<file path="src/rtl/instr_mem_loader.sv">
// instr_mem_loader: turns a counted, checksummed byte stream into 32-bit
// instruction RAM writes (MSB-first, byte address 4*index) while holding
// the core in reset, then pulses done with an error flag.
module instr_mem_loader #(
   parameter int DEPTH = 64,
   parameter int CW    = $clog2(DEPTH + 1)
) (
   input  logic          clk,
   input  logic          rst_n,
   input  logic          start,
   input  logic [CW-1:0] num_words,
   input  logic          byte_valid,
   input  logic [7:0]    byte_data,
   output logic          byte_ready,
   output logic          mem_we,
   output logic [31:0]   mem_addr,
   output logic [31:0]   mem_wdata,
   output logic          cpu_hold,
   output logic          done,
   output logic          err
);

   localparam int IW = (DEPTH > 1) ? $clog2(DEPTH) : 1;
   localparam logic [CW-1:0] DEPTH_C = CW'(DEPTH);

   typedef enum logic [2:0] {S_IDLE, S_LOAD, S_WRITE, S_CHECK, S_DONE} state_t;

   state_t          state_q, state_d;
   logic [CW-1:0]   num_q, num_d;
   logic [IW-1:0]   word_index_q, word_index_d;
   logic [1:0]      byte_count_q, byte_count_d;
   logic [7:0]      sum_q, sum_d;
   logic [23:0]     shreg_q, shreg_d;
   logic            mem_we_q, mem_we_d;
   logic [31:0]     mem_addr_q, mem_addr_d;
   logic [31:0]     mem_wdata_q, mem_wdata_d;
   logic            cpu_hold_q, cpu_hold_d;
   logic            done_q, done_d;
   logic            err_q, err_d;

   logic            accept;
   logic [CW-1:0]   idx_next;

   // byte_ready depends on state only, never on byte_valid
   assign byte_ready = (state_q == S_LOAD) || (state_q == S_CHECK);
   assign accept     = byte_valid & byte_ready;
   assign idx_next   = CW'(word_index_q) + CW'(1);

   // next-state and next-output computation; outputs are registered so
   // they line up with the state they describe
   always_comb begin
      state_d      = state_q;
      num_d        = num_q;
      word_index_d = word_index_q;
      byte_count_d = byte_count_q;
      sum_d        = sum_q;
      shreg_d      = shreg_q;
      mem_addr_d   = mem_addr_q;
      mem_wdata_d  = mem_wdata_q;
      mem_we_d     = 1'b0;
      done_d       = 1'b0;
      err_d        = 1'b0;
      case (state_q)
         S_IDLE: begin
            if (start) begin
               if (num_words == '0) begin
                  state_d = S_DONE;
                  done_d  = 1'b1;
               end else if (num_words > DEPTH_C) begin
                  // oversize image: reject without touching the stream
                  state_d = S_DONE;
                  done_d  = 1'b1;
                  err_d   = 1'b1;
               end else begin
                  state_d      = S_LOAD;
                  num_d        = num_words;
                  word_index_d = '0;
                  byte_count_d = '0;
                  sum_d        = '0;
               end
            end
         end
         S_LOAD: begin
            if (accept) begin
               shreg_d      = {shreg_q[15:0], byte_data};
               sum_d        = sum_q + byte_data;
               byte_count_d = byte_count_q + 2'd1;
               if (byte_count_q == 2'd3) begin
                  state_d     = S_WRITE;
                  mem_we_d    = 1'b1;
                  mem_addr_d  = {{(30-IW){1'b0}}, word_index_q, 2'b00};
                  mem_wdata_d = {shreg_q, byte_data};
               end
            end
         end
         S_WRITE: begin
            // last word: keep word_index in range instead of wrapping past DEPTH-1
            if (idx_next == num_q) begin
               state_d = S_CHECK;
            end else begin
               state_d      = S_LOAD;
               word_index_d = word_index_q + IW'(1);
            end
         end
         S_CHECK: begin
            if (accept) begin
               state_d = S_DONE;
               done_d  = 1'b1;
               err_d   = (byte_data != sum_q);
            end
         end
         S_DONE: begin
            state_d = S_IDLE;
         end
         default: begin
            state_d = S_IDLE;
         end
      endcase
      cpu_hold_d = (state_d != S_IDLE);
   end

   // state and output registers with synchronous active-low reset
   always_ff @(posedge clk) begin
      if (!rst_n) begin
         state_q      <= S_IDLE;
         num_q        <= '0;
         word_index_q <= '0;
         byte_count_q <= '0;
         sum_q        <= '0;
         shreg_q      <= '0;
         mem_we_q     <= 1'b0;
         mem_addr_q   <= '0;
         mem_wdata_q  <= '0;
         cpu_hold_q   <= 1'b0;
         done_q       <= 1'b0;
         err_q        <= 1'b0;
      end else begin
         state_q      <= state_d;
         num_q        <= num_d;
         word_index_q <= word_index_d;
         byte_count_q <= byte_count_d;
         sum_q        <= sum_d;
         shreg_q      <= shreg_d;
         mem_we_q     <= mem_we_d;
         mem_addr_q   <= mem_addr_d;
         mem_wdata_q  <= mem_wdata_d;
         cpu_hold_q   <= cpu_hold_d;
         done_q       <= done_d;
         err_q        <= err_d;
      end
   end

   assign mem_we    = mem_we_q;
   assign mem_addr  = mem_addr_q;
   assign mem_wdata = mem_wdata_q;
   assign cpu_hold  = cpu_hold_q;
   assign done      = done_q;
   assign err       = err_q;

endmodule

</file>
<file path="config.mk">
export PLATFORM = sky130hd
export DESIGN_NAME = instr_mem_loader
export DESIGN_NICKNAME = d
export VERILOG_FILES = /design/src/rtl/instr_mem_loader.sv
export SDC_FILE = /design/constraint.sdc
export NUM_CORES = 1
export LEC_CHECK = 0
export CORE_ASPECT_RATIO = 0.8
export CORE_MARGIN = 3
export CORE_UTILIZATION = 55
export DETAILED_ROUTE_END_ITERATION = 8
export DONT_BUFFER_PORTS = 1
export PLACE_DENSITY_LB_ADDON = 0.08
export SYNTH_ARGS = -nofsm -noshare
export SYNTH_HDL_FRONTEND = slang
export SYNTH_SLANG_ARGS = --single-unit
</file>
<file path="constraint.sdc">
create_clock -name clk -period 2.7 [get_ports clk]
set_input_delay 0.675 -clock clk [delete_from_list [all_inputs] [get_ports clk]]
set_output_delay 0.675 -clock clk [all_outputs]
set_load 0.03 [all_outputs]
</file>
==> results.cfg <==
[synthesis]
number_of_distinct_library_cells_after_synthesis = 61
post_synth.cell_area_avg_um2 = 8.62
async_sr_flop_fraction = 0
synth_edf_count = 0
yosys-top-cells-area = sky130_fd_sc_hd__dfxtp_1, sky130_fd_sc_hd__nand2_1, sky130_fd_sc_hd__a21boi_0
postSynthCellCount = 505
post_synth_instance_area_um2 = 4350
synth_top_area_cell = sky130_fd_sc_hd__dfxtp_1
sequential_to_total_area_share_from_yosys_stat = 0.423
ys_warn_count = 0
synth_top_flop_cell = sky130_fd_sc_hd__dfxtp_1
netlist.area_leader.share = 0.423
synth_seq_cells = 92

[finish]
post_layout_nonfiller_instances = 598
antenna_cells = 0
drive_gt1_frac = 0.0730
areaGrowthSynthToFinish_pct = 2.10
layout.cells.most_common = sky130_fd_sc_hd__nand2_1
n_fill_cell = 686
layout.cells.most_common_list = sky130_fd_sc_hd__nand2_1, sky130_fd_sc_hd__dfxtp_1, sky130_fd_sc_hd__a21boi_0
final_layout_net_count = 517

[worst_setup_path]
crit_required_ns = 2.98
worstReg2RegEnd = word_index_q[5]$_SDFFE_PN0P_
critPathMaxFanout = 9
worstSetupPathType = reg2reg
critical_path.startpoint_type = register
rr_worst_depth = 7
timing.critical_path.arrival_ns = 2.63
worst_r2r_startpoint = word_index_q[1]$_SDFFE_PN0P_
endpoint_kind = register
worst-r2r-setup-slack_ns = 0.35

[routing]
detailedRoute.firstIterationViolations = 137
wl_mm = 8.72
ant_nets = 0
routed-via-count = 3158
dr.pass1.iters = 4
routedWlPerCell_um = 14.6
remaining_drc_errors = 0
vias_per_cell = 5.28

[sta]
maxSlewViolCount = 0
skew_ns = 0.00954
final.min_clock_period_ns = 2.35
period_share = 0.870
timing.final.hold_violations = 0
finalSetupTns_ns = 0
worst_slew_pin_slew_ns = 0.640
rsz_0062_raised_after_global_routing = no
timing.final.setup_violations = 0
setup_ws_ns = 0.351
max_clock_freq_mhz = 426
slew_headroom = 0.573
finalHoldWorstSlack_ns = 0.446

[placement]
placedCellCount = 582
place.port_buffers = 0
gp_routability_congestion = 0.770
place.detailed.hpwl_mm = 5.81
setup_slack_at_placement_ns = 0.276

[floorplan]
die_area_um2 = 9030
core-area_um2 = 7530
floorplan.initialDensity = 0.578
floorplan.die.height_um = 85.6
die_x_um = 105
pin_count = 88
placement_rows = 28

[clock_tree]
ctsHtreeMaxLevel = 3
longest_clk_path_bufs = 2
postCtsSetupRepairBufs = 0
clock_latency_ns = 0.36
cts_root_buf = sky130_fd_sc_hd__clkbuf_8
cts_tree = yes
cts.repair.resized = 0
hold_buffers = 0
clock_sinks = 92
clkTransAtPathRegs_ns = 0.09
numCtsBuffers = 9

[flow_run]
max_cap_violations = 0

[global_route]
antenna_found_initial = 0
grt_usage = 0.201
grt_start_max_net_pins = 103
overflow = 0
grt_first_pass_wirelength_mm = 14.6
grt_pass1_vias = 3005

[power]
cellLeakagePower_nw = 1.58
peakVddDrop_mv = 0.357
power_per_cell_area_nw_per_um2 = 568

[outcome]
outcome = finished clean

[worst_hold_path]
min_path_cells = 1
hold_path_startpoint = rst_n
hp-class = in2reg
worstHoldEndpoint = byte_count_q[0]$_SDFFE_PN0P_
==> registers in the layout, summed over array words and instances (netlist names) <==
signal / flops
err: 1
mem_we: 1
done: 1
cpu_hold: 1
state_q: 3
mem_addr: 6
mem_wdata: 32
num_q: 7
word_index_q: 6
sum_q: 8
shreg_q: 24
byte_count_q: 2
==> how the worst max path moves through the flow <==
| stage | from | to | slack [ns] | cells past startpoint |
|---|---|---|---|---|
| floorplan | byte_data[0] | sum_q[6]$_SDFFE_PN0P_ | 0.40 | 8 |
| global placement | byte_data[0] | sum_q[6]$_SDFFE_PN0P_ | 0.33 | 8 |
| detailed placement | byte_data[0] | sum_q[6]$_SDFFE_PN0P_ | 0.28 | 8 |
| CTS | word_index_q[1]$_SDFFE_PN0P_ | word_index_q[5]$_SDFFE_PN0P_ | 0.36 | 7 |
| global route | word_index_q[1]$_SDFFE_PN0P_ | word_index_q[4]$_SDFFE_PN0P_ | 0.09 | 7 |
| finish | word_index_q[1]$_SDFFE_PN0P_ | word_index_q[5]$_SDFFE_PN0P_ | 0.35 | 7 |
==> power by group <==
part / internal (mW) / switching [mW]
combinational: 0.0576 / 0.116
clock: 0.463 / 0.497
sequential: 1.37 / 0.0189
==> per-layer routing <==
metal | up-vias | routed length (µm) | GRT usage
met5 | - | 0 | 0
met4 | 0 | 44 | 0.0465
met3 | 6 | 734 | 0.0798
met2 | 91 | 3690 | 0.302
met1 | 1446 | 4250 | 0.273
li1 | 1615 | - | -
==> worst max-delay path: stages (launching register included) <==
cell	delay [ns]
sky130_fd_sc_hd__dfxtp_1	0.46
sky130_fd_sc_hd__ha_1	0.28
sky130_fd_sc_hd__xor2_1	0.19
sky130_fd_sc_hd__xnor2_1	0.15
sky130_fd_sc_hd__nand4_1	0.18
sky130_fd_sc_hd__a2111oi_4	0.62
sky130_fd_sc_hd__o21ai_2	0.19
sky130_fd_sc_hd__o221ai_1	0.22
==> cells in the mapped netlist, drive strengths merged (2+ instances only) <==
library cell and n:
nand3 13, a21oi 7, nor2 12, mux2i 7, nand4 2, inv 3, ha 9, dfxtp 92
o21bai 2, buf 40, a2111oi 3, or3 4, nor4 2, a21boi 70, o2111ai 2, xnor2 6
nor4b 2, and3 7, nand2 142, and2 5, o21ai 8, nor3 3, nand2b 3, clkbuf 18
xor2 6, o221ai 4, nor2b 9, nand4b 5
==> metrics by stage <==
step	total power, mW	utilization	cell area (µm²)
final	2.53	0.590	4450
after global routing	2.63	0.590	4450
after CTS	2.56	0.590	4450
after detailed placement	1.60	0.562	4240
after global placement	1.59	0.562	4240
after floorplan	1.62	-	4450
==> area by class of cell <==
cell class | count | area (µm²) | share of cell area
Sequential cell | 92 | 1840 | 0.414
Timing Repair Buffer | 6 | 45.0 | 0.0101
Clock inverter | 6 | 72.6 | 0.0163
Tap cell | 105 | 131 | 0.0296
Multi-Input combinational cell | 376 | 2210 | 0.496
Inverter | 3 | 11.3 | 0.00253
Clock buffer | 10 | 138 | 0.0310
==> kinds of logic (layout without fill, tap and decap cells) <==
group,count (synthesis),after routing,share of synthesized area
simple gates,216,216,0.231
compound gates,105,105,0.182
flops,92,92,0.423
buf+inv,62,25,0.0920
xor+xnor,12,12,0.0241
fa+ha+maj,10,10,0.0305
mux,7,7,0.0161
other cells,1,26,0.000861
(Power assumes the default switching activity.)
